[src/rtl/axi_line_bridge_if.sv]
// Bundle for axi_line_bridge: i-cache refill port, d-cache port and AXI master channels.
// Latency: none (wires only).
// Backpressure: carries the AXI valid/ready pairs and the cache-side req/ack and wready signals.
// Ports: i_* inst request/response, d_* data request/response/write stream,
//        ar*/r* read channels, aw*/w*/b* write channels.
// Modports: master = the bridge (AXI master, cache-side responder); slave = caches plus AXI slave.
interface axi_line_bridge_if;
  // instruction cache side
  logic        i_req;
  logic        i_burst;
  logic [31:0] i_addr;
  logic        i_ack;
  logic        i_rvalid;
  logic        i_rlast;
  logic [31:0] i_rdata;
  // data cache side
  logic        d_req;
  logic        d_wr;
  logic        d_burst;
  logic [1:0]  d_size;
  logic [3:0]  d_strb;
  logic [31:0] d_addr;
  logic [31:0] d_wdata;
  logic        d_ack;
  logic        d_wready;
  logic        d_rvalid;
  logic        d_rlast;
  logic [31:0] d_rdata;
  logic        d_bdone;
  // AXI read address / data
  logic [3:0]  arid;
  logic [31:0] araddr;
  logic [7:0]  arlen;
  logic [2:0]  arsize;
  logic [1:0]  arburst;
  logic        arvalid;
  logic        arready;
  logic [3:0]  rid;
  logic [31:0] rdata;
  logic [1:0]  rresp;
  logic        rlast;
  logic        rvalid;
  logic        rready;
  // AXI write address / data / response
  logic [3:0]  awid;
  logic [31:0] awaddr;
  logic [7:0]  awlen;
  logic [2:0]  awsize;
  logic [1:0]  awburst;
  logic        awvalid;
  logic        awready;
  logic [3:0]  wid;
  logic [31:0] wdata;
  logic [3:0]  wstrb;
  logic        wlast;
  logic        wvalid;
  logic        wready;
  logic [3:0]  bid;
  logic [1:0]  bresp;
  logic        bvalid;
  logic        bready;

  modport master (
    input  i_req, i_burst, i_addr,
    output i_ack, i_rvalid, i_rlast, i_rdata,
    input  d_req, d_wr, d_burst, d_size, d_strb, d_addr, d_wdata,
    output d_ack, d_wready, d_rvalid, d_rlast, d_rdata, d_bdone,
    output arid, araddr, arlen, arsize, arburst, arvalid,
    input  arready,
    input  rid, rdata, rresp, rlast, rvalid,
    output rready,
    output awid, awaddr, awlen, awsize, awburst, awvalid,
    input  awready,
    output wid, wdata, wstrb, wlast, wvalid,
    input  wready,
    input  bid, bresp, bvalid,
    output bready
  );

  modport slave (
    output i_req, i_burst, i_addr,
    input  i_ack, i_rvalid, i_rlast, i_rdata,
    output d_req, d_wr, d_burst, d_size, d_strb, d_addr, d_wdata,
    input  d_ack, d_wready, d_rvalid, d_rlast, d_rdata, d_bdone,
    input  arid, araddr, arlen, arsize, arburst, arvalid,
    output arready,
    output rid, rdata, rresp, rlast, rvalid,
    input  rready,
    input  awid, awaddr, awlen, awsize, awburst, awvalid,
    output awready,
    input  wid, wdata, wstrb, wlast, wvalid,
    output wready,
    output bid, bresp, bvalid,
    input  bready
  );
endinterface

[src/rtl/axi_line_bridge.sv]
// Arbitrates i-cache / d-cache requests onto one AXI master, one transaction at a time (line INCR bursts or single beats).
// Latency: ack in the request cycle, AR/AW valid the next cycle; R beats forwarded combinationally; 1 idle cycle between transactions.
// Backpressure: arready/rready/wready/bvalid stalls are held indefinitely; d_wready mirrors wready so the d-cache steps its write word.
// Ports: clk, rst (synchronous, active-high); io_bus carries the cache-side and AXI signals (see axi_line_bridge_if).
module axi_line_bridge #(
  parameter int LINE_WORDS = 8,
  parameter int I_ID       = 0,
  parameter int D_ID       = 1
) (
  input  logic              clk,
  input  logic              rst,
  axi_line_bridge_if.master io_bus
);

  localparam int          OFF_BITS  = $clog2(LINE_WORDS) + 2;
  localparam logic [31:0] LINE_MASK = ~((32'd1 << OFF_BITS) - 32'd1);
  localparam logic [7:0]  BURST_LEN = 8'(LINE_WORDS - 1);

  typedef enum logic [2:0] {
    S_IDLE,
    S_AR,
    S_R,
    S_AW,
    S_W,
    S_B
  } state_t;

  state_t      r_state;
  logic        r_prio_d;   // 1: data wins a tie
  logic        r_port_d;   // granted port is the data cache
  logic        r_burst;
  logic [31:0] r_addr;
  logic [7:0]  r_len;
  logic [2:0]  r_size;
  logic [3:0]  r_strb;
  logic [3:0]  r_id;
  logic [7:0]  r_beat;
  logic        r_arvalid;
  logic        r_awvalid;
  logic        r_rready;
  logic        r_wvalid;
  logic        r_bready;

  logic        w_idle;
  logic        w_gnt_d;
  logic        w_gnt_i;
  logic        w_sel_burst;
  logic [31:0] w_sel_addr;
  logic        w_wlast;
  logic        w_unused;

  // Grant decision; only meaningful while idle.
  assign w_idle      = (r_state == S_IDLE);
  assign w_gnt_d     = io_bus.d_req & (~io_bus.i_req | r_prio_d);
  assign w_gnt_i     = io_bus.i_req & ~w_gnt_d;
  assign w_sel_burst = w_gnt_d ? io_bus.d_burst : io_bus.i_burst;
  assign w_sel_addr  = w_gnt_d ? io_bus.d_addr  : io_bus.i_addr;

  // Ack is combinational so the requester sees it in the same cycle the grant is taken.
  assign io_bus.i_ack = w_idle & w_gnt_i;
  assign io_bus.d_ack = w_idle & w_gnt_d;

  always_ff @(posedge clk) begin
    if (rst) begin
      r_state   <= S_IDLE;
      r_prio_d  <= 1'b1;
      r_port_d  <= 1'b0;
      r_burst   <= 1'b0;
      r_addr    <= '0;
      r_len     <= '0;
      r_size    <= '0;
      r_strb    <= '0;
      r_id      <= '0;
      r_beat    <= '0;
      r_arvalid <= 1'b0;
      r_awvalid <= 1'b0;
      r_rready  <= 1'b0;
      r_wvalid  <= 1'b0;
      r_bready  <= 1'b0;
    end else begin
      case (r_state)
        S_IDLE: begin
          if (w_gnt_d | w_gnt_i) begin
            r_prio_d <= w_gnt_i;  // next tie goes to whoever lost this one
            r_port_d <= w_gnt_d;
            r_burst  <= w_sel_burst;
            r_addr   <= w_sel_burst ? (w_sel_addr & LINE_MASK) : w_sel_addr;
            r_len    <= w_sel_burst ? BURST_LEN : 8'd0;
            // inst accesses are always word sized
            r_size   <= (w_sel_burst | w_gnt_i) ? 3'd2 : {1'b0, io_bus.d_size};
            r_strb   <= io_bus.d_strb;
            r_id     <= w_gnt_d ? 4'(D_ID) : 4'(I_ID);
            if (w_gnt_d & io_bus.d_wr) begin
              r_state   <= S_AW;
              r_awvalid <= 1'b1;
            end else begin
              r_state   <= S_AR;
              r_arvalid <= 1'b1;
            end
          end
        end
        S_AR: begin
          if (io_bus.arready) begin
            r_arvalid <= 1'b0;
            r_rready  <= 1'b1;
            r_state   <= S_R;
          end
        end
        S_R: begin
          if (io_bus.rvalid & io_bus.rlast) begin
            r_rready <= 1'b0;
            r_state  <= S_IDLE;
          end
        end
        S_AW: begin
          if (io_bus.awready) begin
            r_awvalid <= 1'b0;
            r_wvalid  <= 1'b1;
            r_state   <= S_W;
          end
        end
        S_W: begin
          if (r_wvalid & io_bus.wready) begin
            if (w_wlast) begin
              r_wvalid <= 1'b0;
              r_beat   <= '0;
              r_bready <= 1'b1;
              r_state  <= S_B;
            end else begin
              r_beat <= r_beat + 8'd1;
            end
          end
        end
        S_B: begin
          if (io_bus.bvalid) begin
            r_bready <= 1'b0;
            r_state  <= S_IDLE;
          end
        end
        default: r_state <= S_IDLE;
      endcase
    end
  end

  // Read address channel
  assign io_bus.arid    = r_id;
  assign io_bus.araddr  = r_addr;
  assign io_bus.arlen   = r_len;
  assign io_bus.arsize  = r_size;
  assign io_bus.arburst = 2'b01;
  assign io_bus.arvalid = r_arvalid;
  assign io_bus.rready  = r_rready;

  // Read beats steered to the granted port only; r_rready doubles as "in R".
  assign io_bus.i_rvalid = r_rready & ~r_port_d & io_bus.rvalid;
  assign io_bus.i_rlast  = r_rready & ~r_port_d & io_bus.rlast;
  assign io_bus.i_rdata  = io_bus.rdata;
  assign io_bus.d_rvalid = r_rready & r_port_d & io_bus.rvalid;
  assign io_bus.d_rlast  = r_rready & r_port_d & io_bus.rlast;
  assign io_bus.d_rdata  = io_bus.rdata;

  // Write address / data / response channels
  assign w_wlast         = (r_beat == r_len);
  assign io_bus.awid     = r_id;
  assign io_bus.awaddr   = r_addr;
  assign io_bus.awlen    = r_len;
  assign io_bus.awsize   = r_size;
  assign io_bus.awburst  = 2'b01;
  assign io_bus.awvalid  = r_awvalid;
  assign io_bus.wid      = r_id;
  assign io_bus.wdata    = io_bus.d_wdata;
  assign io_bus.wstrb    = r_burst ? 4'hF : r_strb;
  assign io_bus.wlast    = w_wlast;
  assign io_bus.wvalid   = r_wvalid;
  assign io_bus.d_wready = r_wvalid & io_bus.wready;
  assign io_bus.bready   = r_bready;
  assign io_bus.d_bdone  = r_bready & io_bus.bvalid;

  // Response IDs and status codes carry no information for this bridge.
  assign w_unused = ^{io_bus.rid, io_bus.rresp, io_bus.bid, io_bus.bresp};

endmodule

[src/flat_wrapper.sv]
// flat-port wrapper written by rule: the top's interface ports become plain ports
module axi_line_bridge_flat 
#(
  parameter int LINE_WORDS = 8,
  parameter int I_ID       = 0,
  parameter int D_ID       = 1
)
  (clk, rst, io_bus_i_req, io_bus_i_burst, io_bus_i_addr, io_bus_i_ack, io_bus_i_rvalid, io_bus_i_rlast, io_bus_i_rdata, io_bus_d_req, io_bus_d_wr, io_bus_d_burst, io_bus_d_size, io_bus_d_strb, io_bus_d_addr, io_bus_d_wdata, io_bus_d_ack, io_bus_d_wready, io_bus_d_rvalid, io_bus_d_rlast, io_bus_d_rdata, io_bus_d_bdone, io_bus_arid, io_bus_araddr, io_bus_arlen, io_bus_arsize, io_bus_arburst, io_bus_arvalid, io_bus_arready, io_bus_rid, io_bus_rdata, io_bus_rresp, io_bus_rlast, io_bus_rvalid, io_bus_rready, io_bus_awid, io_bus_awaddr, io_bus_awlen, io_bus_awsize, io_bus_awburst, io_bus_awvalid, io_bus_awready, io_bus_wid, io_bus_wdata, io_bus_wstrb, io_bus_wlast, io_bus_wvalid, io_bus_wready, io_bus_bid, io_bus_bresp, io_bus_bvalid, io_bus_bready);
  axi_line_bridge_if io_bus_i ();
  input  logic clk;
  input  logic rst;
  input wire logic [$bits(io_bus_i.i_req)-1:0] io_bus_i_req;
  input wire logic [$bits(io_bus_i.i_burst)-1:0] io_bus_i_burst;
  input wire logic [$bits(io_bus_i.i_addr)-1:0] io_bus_i_addr;
  output wire logic [$bits(io_bus_i.i_ack)-1:0] io_bus_i_ack;
  output wire logic [$bits(io_bus_i.i_rvalid)-1:0] io_bus_i_rvalid;
  output wire logic [$bits(io_bus_i.i_rlast)-1:0] io_bus_i_rlast;
  output wire logic [$bits(io_bus_i.i_rdata)-1:0] io_bus_i_rdata;
  input wire logic [$bits(io_bus_i.d_req)-1:0] io_bus_d_req;
  input wire logic [$bits(io_bus_i.d_wr)-1:0] io_bus_d_wr;
  input wire logic [$bits(io_bus_i.d_burst)-1:0] io_bus_d_burst;
  input wire logic [$bits(io_bus_i.d_size)-1:0] io_bus_d_size;
  input wire logic [$bits(io_bus_i.d_strb)-1:0] io_bus_d_strb;
  input wire logic [$bits(io_bus_i.d_addr)-1:0] io_bus_d_addr;
  input wire logic [$bits(io_bus_i.d_wdata)-1:0] io_bus_d_wdata;
  output wire logic [$bits(io_bus_i.d_ack)-1:0] io_bus_d_ack;
  output wire logic [$bits(io_bus_i.d_wready)-1:0] io_bus_d_wready;
  output wire logic [$bits(io_bus_i.d_rvalid)-1:0] io_bus_d_rvalid;
  output wire logic [$bits(io_bus_i.d_rlast)-1:0] io_bus_d_rlast;
  output wire logic [$bits(io_bus_i.d_rdata)-1:0] io_bus_d_rdata;
  output wire logic [$bits(io_bus_i.d_bdone)-1:0] io_bus_d_bdone;
  output wire logic [$bits(io_bus_i.arid)-1:0] io_bus_arid;
  output wire logic [$bits(io_bus_i.araddr)-1:0] io_bus_araddr;
  output wire logic [$bits(io_bus_i.arlen)-1:0] io_bus_arlen;
  output wire logic [$bits(io_bus_i.arsize)-1:0] io_bus_arsize;
  output wire logic [$bits(io_bus_i.arburst)-1:0] io_bus_arburst;
  output wire logic [$bits(io_bus_i.arvalid)-1:0] io_bus_arvalid;
  input wire logic [$bits(io_bus_i.arready)-1:0] io_bus_arready;
  input wire logic [$bits(io_bus_i.rid)-1:0] io_bus_rid;
  input wire logic [$bits(io_bus_i.rdata)-1:0] io_bus_rdata;
  input wire logic [$bits(io_bus_i.rresp)-1:0] io_bus_rresp;
  input wire logic [$bits(io_bus_i.rlast)-1:0] io_bus_rlast;
  input wire logic [$bits(io_bus_i.rvalid)-1:0] io_bus_rvalid;
  output wire logic [$bits(io_bus_i.rready)-1:0] io_bus_rready;
  output wire logic [$bits(io_bus_i.awid)-1:0] io_bus_awid;
  output wire logic [$bits(io_bus_i.awaddr)-1:0] io_bus_awaddr;
  output wire logic [$bits(io_bus_i.awlen)-1:0] io_bus_awlen;
  output wire logic [$bits(io_bus_i.awsize)-1:0] io_bus_awsize;
  output wire logic [$bits(io_bus_i.awburst)-1:0] io_bus_awburst;
  output wire logic [$bits(io_bus_i.awvalid)-1:0] io_bus_awvalid;
  input wire logic [$bits(io_bus_i.awready)-1:0] io_bus_awready;
  output wire logic [$bits(io_bus_i.wid)-1:0] io_bus_wid;
  output wire logic [$bits(io_bus_i.wdata)-1:0] io_bus_wdata;
  output wire logic [$bits(io_bus_i.wstrb)-1:0] io_bus_wstrb;
  output wire logic [$bits(io_bus_i.wlast)-1:0] io_bus_wlast;
  output wire logic [$bits(io_bus_i.wvalid)-1:0] io_bus_wvalid;
  input wire logic [$bits(io_bus_i.wready)-1:0] io_bus_wready;
  input wire logic [$bits(io_bus_i.bid)-1:0] io_bus_bid;
  input wire logic [$bits(io_bus_i.bresp)-1:0] io_bus_bresp;
  input wire logic [$bits(io_bus_i.bvalid)-1:0] io_bus_bvalid;
  output wire logic [$bits(io_bus_i.bready)-1:0] io_bus_bready;
  assign io_bus_i.i_req = io_bus_i_req;
  assign io_bus_i.i_burst = io_bus_i_burst;
  assign io_bus_i.i_addr = io_bus_i_addr;
  assign io_bus_i_ack = io_bus_i.i_ack;
  assign io_bus_i_rvalid = io_bus_i.i_rvalid;
  assign io_bus_i_rlast = io_bus_i.i_rlast;
  assign io_bus_i_rdata = io_bus_i.i_rdata;
  assign io_bus_i.d_req = io_bus_d_req;
  assign io_bus_i.d_wr = io_bus_d_wr;
  assign io_bus_i.d_burst = io_bus_d_burst;
  assign io_bus_i.d_size = io_bus_d_size;
  assign io_bus_i.d_strb = io_bus_d_strb;
  assign io_bus_i.d_addr = io_bus_d_addr;
  assign io_bus_i.d_wdata = io_bus_d_wdata;
  assign io_bus_d_ack = io_bus_i.d_ack;
  assign io_bus_d_wready = io_bus_i.d_wready;
  assign io_bus_d_rvalid = io_bus_i.d_rvalid;
  assign io_bus_d_rlast = io_bus_i.d_rlast;
  assign io_bus_d_rdata = io_bus_i.d_rdata;
  assign io_bus_d_bdone = io_bus_i.d_bdone;
  assign io_bus_arid = io_bus_i.arid;
  assign io_bus_araddr = io_bus_i.araddr;
  assign io_bus_arlen = io_bus_i.arlen;
  assign io_bus_arsize = io_bus_i.arsize;
  assign io_bus_arburst = io_bus_i.arburst;
  assign io_bus_arvalid = io_bus_i.arvalid;
  assign io_bus_i.arready = io_bus_arready;
  assign io_bus_i.rid = io_bus_rid;
  assign io_bus_i.rdata = io_bus_rdata;
  assign io_bus_i.rresp = io_bus_rresp;
  assign io_bus_i.rlast = io_bus_rlast;
  assign io_bus_i.rvalid = io_bus_rvalid;
  assign io_bus_rready = io_bus_i.rready;
  assign io_bus_awid = io_bus_i.awid;
  assign io_bus_awaddr = io_bus_i.awaddr;
  assign io_bus_awlen = io_bus_i.awlen;
  assign io_bus_awsize = io_bus_i.awsize;
  assign io_bus_awburst = io_bus_i.awburst;
  assign io_bus_awvalid = io_bus_i.awvalid;
  assign io_bus_i.awready = io_bus_awready;
  assign io_bus_wid = io_bus_i.wid;
  assign io_bus_wdata = io_bus_i.wdata;
  assign io_bus_wstrb = io_bus_i.wstrb;
  assign io_bus_wlast = io_bus_i.wlast;
  assign io_bus_wvalid = io_bus_i.wvalid;
  assign io_bus_i.wready = io_bus_wready;
  assign io_bus_i.bid = io_bus_bid;
  assign io_bus_i.bresp = io_bus_bresp;
  assign io_bus_i.bvalid = io_bus_bvalid;
  assign io_bus_bready = io_bus_i.bready;
  axi_line_bridge #(.LINE_WORDS(LINE_WORDS), .I_ID(I_ID), .D_ID(D_ID)) u_core (.clk(clk), .rst(rst), .io_bus(io_bus_i));
endmodule
[config.mk]
export PLATFORM = sky130hd
export DESIGN_NAME = axi_line_bridge_flat
export DESIGN_NICKNAME = d
export VERILOG_FILES = /design/src/rtl/axi_line_bridge_if.sv /design/src/rtl/axi_line_bridge.sv /design/src/flat_wrapper.sv
export SDC_FILE = /design/constraint.sdc
export NUM_CORES = 1
export LEC_CHECK = 0
export CAP_MARGIN = 15
export CORE_AREA = 2 2 145 147
export CTS_CLUSTER_SIZE = 8
export DETAILED_ROUTE_END_ITERATION = 8
export DIE_AREA = 0 0 147 149
export SYNTH_ARGS = -nofsm -noshare
export SYNTH_HDL_FRONTEND = slang
export SYNTH_SLANG_ARGS = --single-unit
[constraint.sdc]
create_clock -name clk -period 4.8 [get_ports clk]
set_clock_uncertainty 0.05 [all_clocks]
set_input_delay 0.48 -clock clk [delete_from_list [all_inputs] [get_ports clk]]
set_output_delay 0.48 -clock clk [all_outputs]
set_load 0.05 [all_outputs]
Word level (Yosys, flattened, before mapping)
Index checks and enable logic that the tools add are counted.
- register bits after elaboration: 70
- muxes and demuxes: 36
- add/sub/neg operators: 1
- bitwise operators: 20
- equality and inequality tests: 15
- reductions and logical operators: 14
- operators by type and width (cell ; number):
    32-bit 2-to-1 mux ; 1
    3-bit 2-to-1 mux ; 8
    3-bit one-hot mux with 6 select lines ; 1
    1-bit 2-to-1 mux ; 16
    2-bit != test, second input constant ; 8
    4-bit AND reduction ; 4
    1-bit bitwise AND ; 14
    1-bit one-hot mux with 2 select lines ; 5
    2-bit nonzero test ; 5
    8-bit by 1-bit adder with 8-bit output, second input constant ; 1
    8-bit == test ; 1
    8-bit 2-to-1 mux ; 1
    7-bit AND reduction ; 1
    3-bit by 2-bit == test with 1-bit output, second input constant ; 2
    3-bit == test, second input constant ; 2
    5-bit 2-to-1 mux ; 1
    2-bit 2-to-1 mux ; 2
    4-bit 2-to-1 mux ; 1
    2-bit AND reduction ; 2
    3-bit by 1-bit == test with 1-bit output, second input constant ; 1
    3-bit zero test ; 1
    1-bit NOT ; 3
    1-bit bitwise OR ; 3
    3-bit AND reduction ; 1
    2-bit by 1-bit != test with 1-bit output, second input constant ; 1

Longest topological paths before layout
Gate-level depths: netlist of the first run.
- word-level depth: 8
- mapped depth: 7
- gate-level depth less buffers: 5

Worst setup path before layout of the first run
No wires, ideal clock.
- kind: input to output
- start: input port io_bus_i_req
- end: output port io_bus_i_ack
- required time: 4.270 ns
- path slack: 2.617 ns
- arrival: 1.653 ns
- cell stages on the path: 5
- path buffers: 2
- cell sequence: inv_1 -> o21ai_0 -> buf_2 -> buf_1 -> and3_1
- word-level cells in the longest chain between the ends: 6
- RTL lines (element ; RTL line ; RTL):
    start, declared ; flat_wrapper.sv:12 ; input wire logic [$bits(io_bus_i.i_req)-1:0] io_bus_i_req;
    1-bit NOT ; axi_line_bridge.sv:54 ; assign w_gnt_d = io_bus.d_req & (~io_bus.i_req | r_prio_d);
    1-bit bitwise OR ; axi_line_bridge.sv:54 ;
    1-bit bitwise AND ; axi_line_bridge.sv:54 ;
    1-bit NOT ; axi_line_bridge.sv:55 ; assign w_gnt_i = io_bus.i_req & ~w_gnt_d;
    1-bit bitwise AND * ; axi_line_bridge.sv:55 ;
    1-bit bitwise AND * ; axi_line_bridge.sv:60 ; assign io_bus.i_ack = w_idle & w_gnt_i;
    end, declared ; flat_wrapper.sv:15 ; output wire logic [$bits(io_bus_i.i_ack)-1:0] io_bus_i_ack;
Mark *: on every way between the ends. The rest lies on a longest branch, timed or not.

Worst setup path after layout of the first run
- start: register u_core.r_len[1], in the netlist u_core.io_bus.arlen[1]
- end: output port io_bus_wlast
- word-level cells in the longest chain between the ends: 1
- RTL lines (element ; RTL line ; RTL):
    start, declared ; axi_line_bridge.sv:33 ; logic [7:0] r_len;
    start signal, assigned ; axi_line_bridge.sv:88 ; r_len <= w_sel_burst ? BURST_LEN : 8'd0;
    8-bit == test ; axi_line_bridge.sv:163 ; assign w_wlast = (r_beat == r_len);
    end, declared ; flat_wrapper.sv:55 ; output wire logic [$bits(io_bus_i.wlast)-1:0] io_bus_wlast;
No other way between the ends.

==> summary.md, run 1 <==
| Metric | Value |
|---|---|
| Drt wl/cell | 14.17 µm |
| All-Layer GR Usage | 10.15% |
| Die height | roughly 150 µm |
| Clock Latency Late Sink | 0.33 ns |
| ANT nets after route | 0 |
| Max Cap Viol | 0 |
| Post-synth top cells | buf_4 (165), nand2_1 (71), dfxtp_1 (57) |
| Largest net degree at the start of global routing | 46 |
| Hpwl dp | 8.493 mm |
| CP Capture Type | output port |
| # nets final | 674 |
| Port bufs | 177 |
| Cells after synthesis | just under 500 |
| Sequential element share of the synthesized area | 29.54% |
| Sw Pwr | 0.9217 mW |
| Clk slew on worst S/H paths | 0.06 ns |
| Max Slew Vio Count | 0 |
| Critical Path Fanout Max | 14 |
| Max Fclk | 329.5 MHz |
| Startpoint types | flip-flop |
| Area Overhead vs Synth | 31.39% |
| Power, Total | between 2 and 2.5 mW |
| Asr flop ratio synth | 0% |
| Worst EP arrival | 2.50 ns |
| Initial Util | 18.79% |
| Synth area leader | buf_4 |
| Die width | about 150 µm |
| Top cells by area, synth | buf_4 (32%), dfxtp_1 (30%), nand2_1 (6.9%) |
| Largest stage delay on the critical path | 0.88 ns |
| Setup TNS | 0 ns |
| 1st-iter DRT viols | between 50 and 60 |
| Num CTS Buffers | 9 |
| Fin util | 24.69% |
| Combinational power share | 43.4% |
| Worst min-delay path class | flip-flop to flip-flop |
| Main flop type after synthesis | dfxtp_1 |
| Synth Register Bits | 57 |
| Final setup violation count | 0 |
| GRT overflow | 0 |
| Internal Power | 1.273 mW |
| Top Ports | between 300 and 400 |
| Synthesized cell area | 0.003862 mm² |
| Hold Vio Cnt, Final | 0 |
| Core Rows | 53 |
| Postcts setup bufs | 0 |
| Syn_area_per_cell | 7.964 µm² |
| Clock power share | 29.4% |
| Pre-CTS setup slack | around 2.0 ns |
| Filler cells | 2,250 |
| Sequential share of power | 27.2% |
| First-pass detailed-route iteration total | 4 |
| Worst vdd ir | ~0.16 mV |
| First-pass GRT wire length | 16.58 mm |
| Ratio of cells with drive above 1 in the final layout | 6.358% |
| Clk sinks | 57 |
| Die area | 0.02190 mm² |
| Switching share of power | 42.00% |
| Slowest-stage cell, CP | clkdlybuf4s50_1 |
| CTS max path bufs | 2 |
| Via density | 3.870 |
| WL final | between 10 and 15 mm |
| # DRC | 0 |
| RSZ-0062 raised after global routing | false |
| Post-CTS Hold Buffers | 0 |
| Transition time of the tightest slew-check pin | 0.9627 ns |
| Status | finished clean |
| EDFF count, synth | 0 |
| Vias after detailed routing | 3,077 |
| Post-route minimum period | ~3.0 ns |
| Level count of the clock H-tree | 3 |
| Max transition margin | 35.39% |
| Antenna violations before repair | 1 |
| Core ar. | 0.02056 mm² |
| Share of the synthesized area in the top cell type | about a third |
| CP Cell Sequence | or4_4 > a211oi_4 > clkdlybuf4s50_1 |
| Cts repair resizes | 0 |
| Vias in the first global route | roughly 2,800 |
| Cell with the most instances after synthesis | buf_4 |
| Critical Path RT | 4.27 ns |
| Power per Cell Area | ~430 mW/mm² |
| Cell area after layout | approximately 0.005 mm² |
| Min-Delay Path Depth | 2 |
| Root Driver | clkbuf_16 |
| Placer Congestion | roughly 0.7 |
| Placed cell areas | 0.004773 mm² |
| Leak | 1.898 nW |
| Crit Path Category | flip-flop to output port |
| CTS tree | done |
| Period utilization | ~63% |
| Worst R2R Path Depth | 5 |
| Unique cell type count in the Yosys netlist | 47 |
| Worst setup margin | roughly 1.8 ns |
| Synth Warn # | 0 |
## registers in the layout, summed over array words and instances, names as in the netlist, 2 cells and up
signal / flops
u_core.io_bus.araddr: 32
u_core.io_bus.arsize: 2
u_core.r_state: 3
u_core.r_beat: 8
u_core.r_strb: 4
## per-stage QoR
step / instances / hold WS, ns
after floorplan: 508 / 0.3816
final: 795 / 0.4015
after CTS: 794 / 0.4041
after global placement: 777 / 0.3897
after detailed placement: 778 / 0.3956
after global routing: 794 / 0.4328
## placed cells by master (no fill, tap or decap), types with 5 or more instances in the layout
cell type	synthesis	final
clkdlybuf4s50_1	0	176
o2bb2ai_1	5	5
dfxtp_1	57	57
nor3_1	6	6
inv_1	6	6
clkbuf_16	0	9
xnor2_1	6	6
conb_1	2	25
a21oi_1	9	9
o21ai_0	7	6
a31oi_1	5	5
mux2i_1	5	5
nand2_1	71	71
nor2_1	43	43
a311oi_1	29	29
## final timing paths
kind	slack, ns	startpoint	end
max	1.77	u_core.io_bus.arlen[1]$_SDFFE_PP0P_	io_bus_wlast
min	0.40	u_core.r_strb[3]$_SDFFE_PP0P_	u_core.r_strb[3]$_SDFFE_PP0P_
max reg2reg	2.62	u_core.r_state[0]$_SDFFE_PP0P_	u_core.io_bus.araddr[11]$_SDFFE_PP0P_
min reg2reg	0.40	u_core.r_strb[3]$_SDFFE_PP0P_	u_core.r_strb[3]$_SDFFE_PP0P_
## critical path: cells and delay by family (launching register included)
kind | cells | cell delay, ns
compound gates | 1 | 0.35
simple gates | 1 | 0.49
buf+inv | 1 | 0.88
flops | 1 | 0.45
## power by group through the flow
stage	logic [mW]	registers, mW	clock network (mW)
2_1_floorplan	0.783	0.746	0
3_3_place_gp	0.954	0.608	0
3_5_place_dp	0.962	0.610	0
4_1_cts	0.964	0.600	0.673
5_1_grt	0.999	0.608	0.696
6_report	0.952	0.597	0.645
## final cells by class
type	count	area (µm²)	area share, %
antenna	1	2.502	0.04931
clock buffer	12	246.5	4.857
clock inverter	4	52.55	1.036
inverter	6	22.52	0.4438
multi-input combinational	259	1456	28.70
sequential	57	1141	22.49
tap	275	344.1	6.780
timing repair buffer	181	1809	35.65
## cells by family after synthesis
family          count (synthesis)  share of synthesized area [%]
compound gates                 65                          13.05
xor+xnor                        6                          1.361
fa+ha+maj                       1                         0.3239
buf+inv                       192                          35.50
flops                          57                          29.54
mux                             5                          1.296
other cells                     2                         0.1944
simple gates                  157                          18.72
## metal layers
metal  global-route usage, %  vias to the layer above  part of all wire, %
li1                        -                     1501                    -
met2                   16.88                      178                   47
met3                   3.761                       58                   10
met5                       0                        -                    0
met4                   7.019                        0                  5.2
met1                   10.75                     1340                   38
No activity file was read; power rests on OpenSTA's default activity.
==> run 2, diff against run 1 <==
Clock period 4.8 ns to 2.91 ns, I/O delays scaled along.
==> run 2 against run 1 <==
Net effect:
- global-route usage rose by 0.17 points
- total power rose by 69%
- register-to-register slack worse by 1.6 ns
- non-clock buffer count grew 2
- clock power is 78% higher
- via count grew 1.2%
- critical path depth fell by 1
- combinational power up 67%
- routed wire length up 2.2%
- die area unchanged
- largest cell class unchanged
==> summary.md, run 2 (synthesis gave the netlist of run 1 again) <==
| Metric | Value |
|---|---|
| Status | finished clean (unchanged) |
| Power per Cell Area | 726.4 mW/mm² (was 432.5 mW/mm²) |
| Max Cap Viol | 0 (unchanged) |
| Clk slew on worst S/H paths | 0.05 ns (was 0.06 ns) |
| Placer Congestion | 0.7260 (was 0.7078) |
| Postcts setup bufs | 0 (unchanged) |
| Vias in the first global route | 2,860 (was 2,837) |
| Cts repair resizes | 0 (unchanged) |
| Die width | 147 µm (unchanged) |
| Worst EP arrival | 1.95 ns (was 2.50 ns) |
| Hpwl dp | 8.676 mm (was 8.493 mm) |
| Root Driver | clkbuf_16 (unchanged) |
| CTS tree | done (unchanged) |
| Area Overhead vs Synth | 32.46% (was 31.39%) |
| Routed wl met3 | 1.131 mm (was 1.123 mm) |
| Post-route minimum period | 2.288 ns |
| Num CTS Buffers | 9 (unchanged) |
| Port bufs | 177 (unchanged) |
| Core ar. | 0.02056 mm² (unchanged) |
| # DRC | 0 (unchanged) |
| Top Ports | 375 (unchanged) |
| Max Slew Vio Count | 0 (unchanged) |
| CTS max path bufs | 2 (unchanged) |
| GRT overflow | 0 (unchanged) |
| Vias after detailed routing | 3,114 (was 3,077) |
| Leak | 1.935 nW (was 1.898 nW) |
| CP Capture Type | output port (unchanged) |
| First-pass detailed-route iteration total | 4 (unchanged) |
| Critical Path Fanout Max | 14 (unchanged) |
| Via density | 3.907 (was 3.870) |
| Final setup violation count | 0 (unchanged) |
| Multi-input gate area | 0.001456 mm² (unchanged) |
| Worst setup margin | 0.6219 ns (was 1.765 ns) |
| Met2 wire length | 5.323 mm (was 5.295 mm) |
| Largest stage delay on the critical path | 0.80 ns (was 0.88 ns) |
| Most common cell after layout, fill and taps aside | clkdlybuf4s50_1 (unchanged) |
| All-Layer GR Usage | 10.32% (was 10.15%) |
| Worst vdd ir | 0.2981 mV (was 0.1615 mV) |
| Filler cells | 2,239 (was 2,250) |
| Most frequent cells in the layout | clkdlybuf4s50_1 (173), nand2_1 (71), dfxtp_1 (57), nor2_1 (43), a311oi_1 (29) (was clkdlybuf4s50_1 (176), nand2_1 (71), dfxtp_1 (57), nor2_1 (43), a311oi_1 (29)) |
| Critical Path RT | 2.57 ns (was 4.27 ns) |
| Startpoint types | flip-flop (unchanged) |
| Max reg flops | 32 (unchanged) |
| ANT nets after route | 0 (unchanged) |
| Power, Total | 3.716 mW (was 2.195 mW) |
| Die height | 149 µm (unchanged) |
| Hold Vio Cnt, Final | 0 (unchanged) |
| Slowest-stage cell, CP | clkdlybuf4s50_1 (unchanged) |
| Die area | 0.02190 mm² (unchanged) |
| Worst min-delay path class | primary input to flip-flop (was flip-flop to flip-flop) |
| Clock Latency Late Sink | 0.33 ns (about the same) |
| Post-CTS Hold Buffers | 0 (unchanged) |
| Ratio of cells with drive above 1 in the final layout | 7.678% (was 6.358%) |
| Crit Path Category | flip-flop to output port (unchanged) |
| Core Rows | 53 (unchanged) |
| CP Cell Sequence | or2_2 > clkdlybuf4s50_1 (was or4_4 > a211oi_4 > clkdlybuf4s50_1) |
| Clk sinks | 57 (unchanged) |
| Placed cells | 780 (was 778) |
| M1 WL | 4.488 mm (was 4.265 mm) |
| Period utilization | 78.63% |
| RSZ-0062 raised after global routing | false (unchanged) |
| Max transition margin | 44.97% (was 35.39%) |
| Non-Filler Instances | 797 (was 795) |
| Sequential cell area | 0.001141 mm² (unchanged) |
| Fin util | 24.89% (was 24.69%) |
| 1st-iter DRT viols | 94 (was 55) |
| Level count of the clock H-tree | 3 (unchanged) |
| Buf+Inv Stages, Crit Path | 1 (unchanged) |
| Top Layer Used | met4 (unchanged) |
| Setup TNS | 0 ns (unchanged) |
| Max Fclk | about 440 MHz |
| Transition time of the tightest slew-check pin | 0.8199 ns (was 0.9627 ns) |
| Crit-path leading delay family | buffers and inverters (unchanged) |
| Antenna violations before repair | 1 (unchanged) |
| Largest net degree at the start of global routing | 62 (was 46) |
| Drt wl/cell | 14.45 µm (was 14.17 µm) |
| Pre-CTS setup slack | 0.7379 ns (was 1.988 ns) |
| # nets final | 676 (was 674) |
| WL final | 11.52 mm (was 11.27 mm) |
| First-pass GRT wire length | 16.91 mm (was 16.58 mm) |
| Initial Util | 18.79% (unchanged) |
-- run 2: cell types whose count changed in the layout (fill, tap and decap cells not counted), sizes merged --
cell           delta
clkdlybuf4s50     -3
clkbuf            -3
bufinv            +1
clkinv            +4
clkinvlp          -2
buf               +5
-- run 2: layout make-up --
type,count,area share [%]
Multi-Input combinational cell,259,28.47
Clock buffer,9,4.402
Inverter,6,0.4402
Sequential cell,57,22.30
Tap cell,275,6.725
Timing Repair Buffer,183,35.75
Antenna cell,1,0.04891
Clock inverter,7,1.859
-- run 2: stage by stage --
stage	cell area [µm²]	hold WS (ns)
6_report	5116	0.3538
5_1_grt	5114	0.3703
4_1_cts	5114	0.3383
3_5_place_dp	4793	0.3942
3_3_place_gp	4793	0.3904
2_1_floorplan	3949	0.3625
-- run 2: report_power, final --
group / internal [mW] / switching, mW / total (mW)
Sequential: 0.878 / 0.0964 / 0.975
Clock: 0.748 / 0.400 / 1.15
Combinational: 0.542 / 1.05 / 1.59
-- run 2: final timing paths --
path / end / cells past startpoint / from / slack, ns
worst max-delay path: io_bus_wstrb[3] / 2 / u_core.io_bus.arlen[1]$_SDFFE_PP0P_ / 0.62
worst min-delay path: u_core.r_state[2]$_SDFFE_PP0P_ / 2 / rst / 0.35
worst max register to register: u_core.io_bus.araddr[4]$_SDFFE_PP0P_ / 5 / u_core.r_state[2]$_SDFFE_PP0P_ / 1.04
worst min register to register: u_core.r_strb[3]$_SDFFE_PP0P_ / 2 / u_core.r_strb[3]$_SDFFE_PP0P_ / 0.40
-- run 2: layer usage --
layer	GRT usage [%]	vias up
met1	11.09	1380
met5	0	-
met4	7.019	0
li1	-	1503
met3	4.220	57
met2	16.71	174
==> run 3, diff against run 2 <==
Settings changed: CORE_AREA 2 2 145 147 to 2 2 144 146, DIE_AREA 0 0 147 149 to 0 0 146 148.
Clock period 2.91 ns to 2.1 ns, I/O delays scaled along.
==> run 3 against run 2 <==
Net effect:
- global-route usage increased by 0.15 points
- combinational power up 42%
- first-iteration DRC count rose by 2.1%
- largest power group unchanged
- critical endpoint is now io_bus_wlast
==> summary.md, run 3 (synthesis gave the netlist of run 1 again) <==
| Metric | Value |
|---|---|
| Status | finished clean (unchanged) |
| Setup TNS | 0 ns (unchanged) |
| Ratio of cells with drive above 1 in the final layout | 11.57% (was 7.678%) |
| First-pass GRT wire length | 17.08 mm (was 16.91 mm) |
| Cts repair resizes | 0 (unchanged) |
| Max Slew Vio Count | 0 (unchanged) |
| CTS tree | done (unchanged) |
| # nets final | 683 (was 676) |
| # DRC | 0 (unchanged) |
| Drt wl/cell | 14.26 µm (was 14.45 µm) |
| Critical Path RT | 1.84 ns (was 2.57 ns) |
| Placer Congestion | 0.7487 (was 0.7260) |
| Antenna cells | 0 (was 1) |
| 1st-iter DRT viols | 96 (was 94) |
| Leak | 2.016 nW (was 1.935 nW) |
| Num CTS Buffers | 9 (unchanged) |
| Max reg flops | 32 (unchanged) |
| CTS max path bufs | 2 (unchanged) |
| Clk sinks | 57 (unchanged) |
| Power, Total | 5.075 mW (was 3.716 mW) |
| Max Cap Viol | 0 (unchanged) |
| Worst EP arrival | 1.71 ns (was 1.95 ns) |
| Critical Path Fanout Max | 5 (was 14) |
| Hpwl dp | 8.639 mm (was 8.676 mm) |
| Vias in the first global route | 2,953 (was 2,860) |
| Postcts setup bufs | 1 (was 0) |
| Level count of the clock H-tree | 3 (unchanged) |
| RSZ-0062 raised after global routing | false (unchanged) |
| Final setup violation count | 0 (unchanged) |
| Startpoint types | flip-flop (unchanged) |
| CP Capture Type | output port (unchanged) |
| Hold WS | 0.3014 ns (was 0.3538 ns) |
| Largest net degree at the start of global routing | 62 (unchanged) |
| Most frequent cells in the layout | clkdlybuf4s50_1 (157), nand2_1 (71), dfxtp_1 (57), nor2_1 (43), a311oi_1 (29) (was clkdlybuf4s50_1 (173), nand2_1 (71), dfxtp_1 (57), nor2_1 (43), a311oi_1 (29)) |
| Crit Path Category | flip-flop to output port (unchanged) |
| Root Driver | clkbuf_16 (unchanged) |
| Antenna violations before repair | 0 (was 1) |
| Period utilization | between 90% and 100% |
| Hold Vio Cnt, Final | 0 (unchanged) |
| Worst vdd ir | 0.2910 mV (was 0.2981 mV) |
| Area Overhead vs Synth | 33.88% (was 32.46%) |
| Clock Latency Late Sink | 0.33 ns (about the same) |
| GRT overflow | 0 (unchanged) |
| Vias after detailed routing | 3,125 (was 3,114) |
| Fin util | 25.81% (was 24.89%) |
| Max transition margin | 62.16% (was 44.97%) |
| Core Rows | 52 (was 53) |
| Most common cell after layout, fill and taps aside | clkdlybuf4s50_1 (unchanged) |
| ANT nets after route | 0 (unchanged) |
| Power per Cell Area | 981.4 mW/mm² (was 726.4 mW/mm²) |
| First-pass detailed-route iteration total | 4 (unchanged) |
| Die width | 146 µm (was 147 µm) |
| WL final | 11.37 mm (was 11.52 mm) |
| Die height | 148 µm (was 149 µm) |
| Core ar. | 0.02004 mm² (was 0.02056 mm²) |
| Transition time of the tightest slew-check pin | 0.5658 ns (was 0.8199 ns) |
| Die area | 0.02161 mm² (was 0.02190 mm²) |
| Post-route minimum period | 1.974 ns |
| All-Layer GR Usage | 10.47% (was 10.32%) |
| Via density | 3.921 (was 3.907) |
| Top Ports | 375 (unchanged) |
| Initial Util | 19.27% (was 18.79%) |
| Worst min-delay path class | primary input to flip-flop (unchanged) |
| Max Fclk | 506.5 MHz |
| Clk slew on worst S/H paths | 0.05 ns (about the same) |
| Post-CTS Hold Buffers | 0 (unchanged) |
| Port bufs | 177 (unchanged) |
| Filler cells | 2,242 (was 2,239) |
==> run 3: per-stage QoR <==
stage / cells / cell area, µm² / setup slack, ns
after floorplan: 508 / 3949 / 0.1024
after global placement: 781 / 4867 / 0.1584
after detailed placement: 781 / 4867 / 0.1737
after CTS: 797 / 5171 / 0.09888
after global routing: 797 / 5171 / 0.06113
final: 797 / 5171 / 0.1256
==> run 3: final cells by class <==
class | instances | area, µm² | area share, %
repair buffers | 190 | 1917 | 37.07
multi-input cells | 259 | 1456 | 28.16
flip-flops and latches | 57 | 1141 | 22.07
well taps | 270 | 337.8 | 6.533
clock buffers | 12 | 256.5 | 4.960
clock inverters | 3 | 40.04 | 0.7743
inverters | 6 | 22.52 | 0.4355
==> run 3: metal layers <==
| metal | vias to the layer above | GRT usage [%] | part of all wire, % |
|---|---|---|---|
| met2 | 187 | 16.96 | 46 |
| met5 | - | 0 | 0 |
| met1 | 1374 | 11.19 | 39 |
| li1 | 1514 | - | - |
| met4 | 0 | 7.184 | 4.7 |
| met3 | 50 | 4.321 | 10 |
==> run 3: worst paths after layout <==
check	start	depth (start not counted)	slack (ns)	end
worst min register to register	u_core.r_strb[2]$_SDFFE_PP0P_	2	0.40	u_core.r_strb[2]$_SDFFE_PP0P_
worst max register to register	u_core.r_beat[3]$_SDFFE_PP0P_	5	0.26	u_core.io_bus.wvalid$_SDFFE_PP0P_
worst max-delay path	u_core.r_beat[3]$_SDFFE_PP0P_	3	0.13	io_bus_wlast
worst min-delay path	rst	2	0.30	u_core.r_state[2]$_SDFFE_PP0P_
==> run 3: power breakdown <==
group	internal, mW	switching, mW
clock	0.971	0.510
combinational	0.781	1.48
sequential	1.22	0.115
==> run 3: worst max-delay path, cell delays in order, from the launching register on <==
cell and delay [ns]:
dfxtp_1 0.35, or4_1 0.61, a211oi_4 0.25, buf_12 0.18
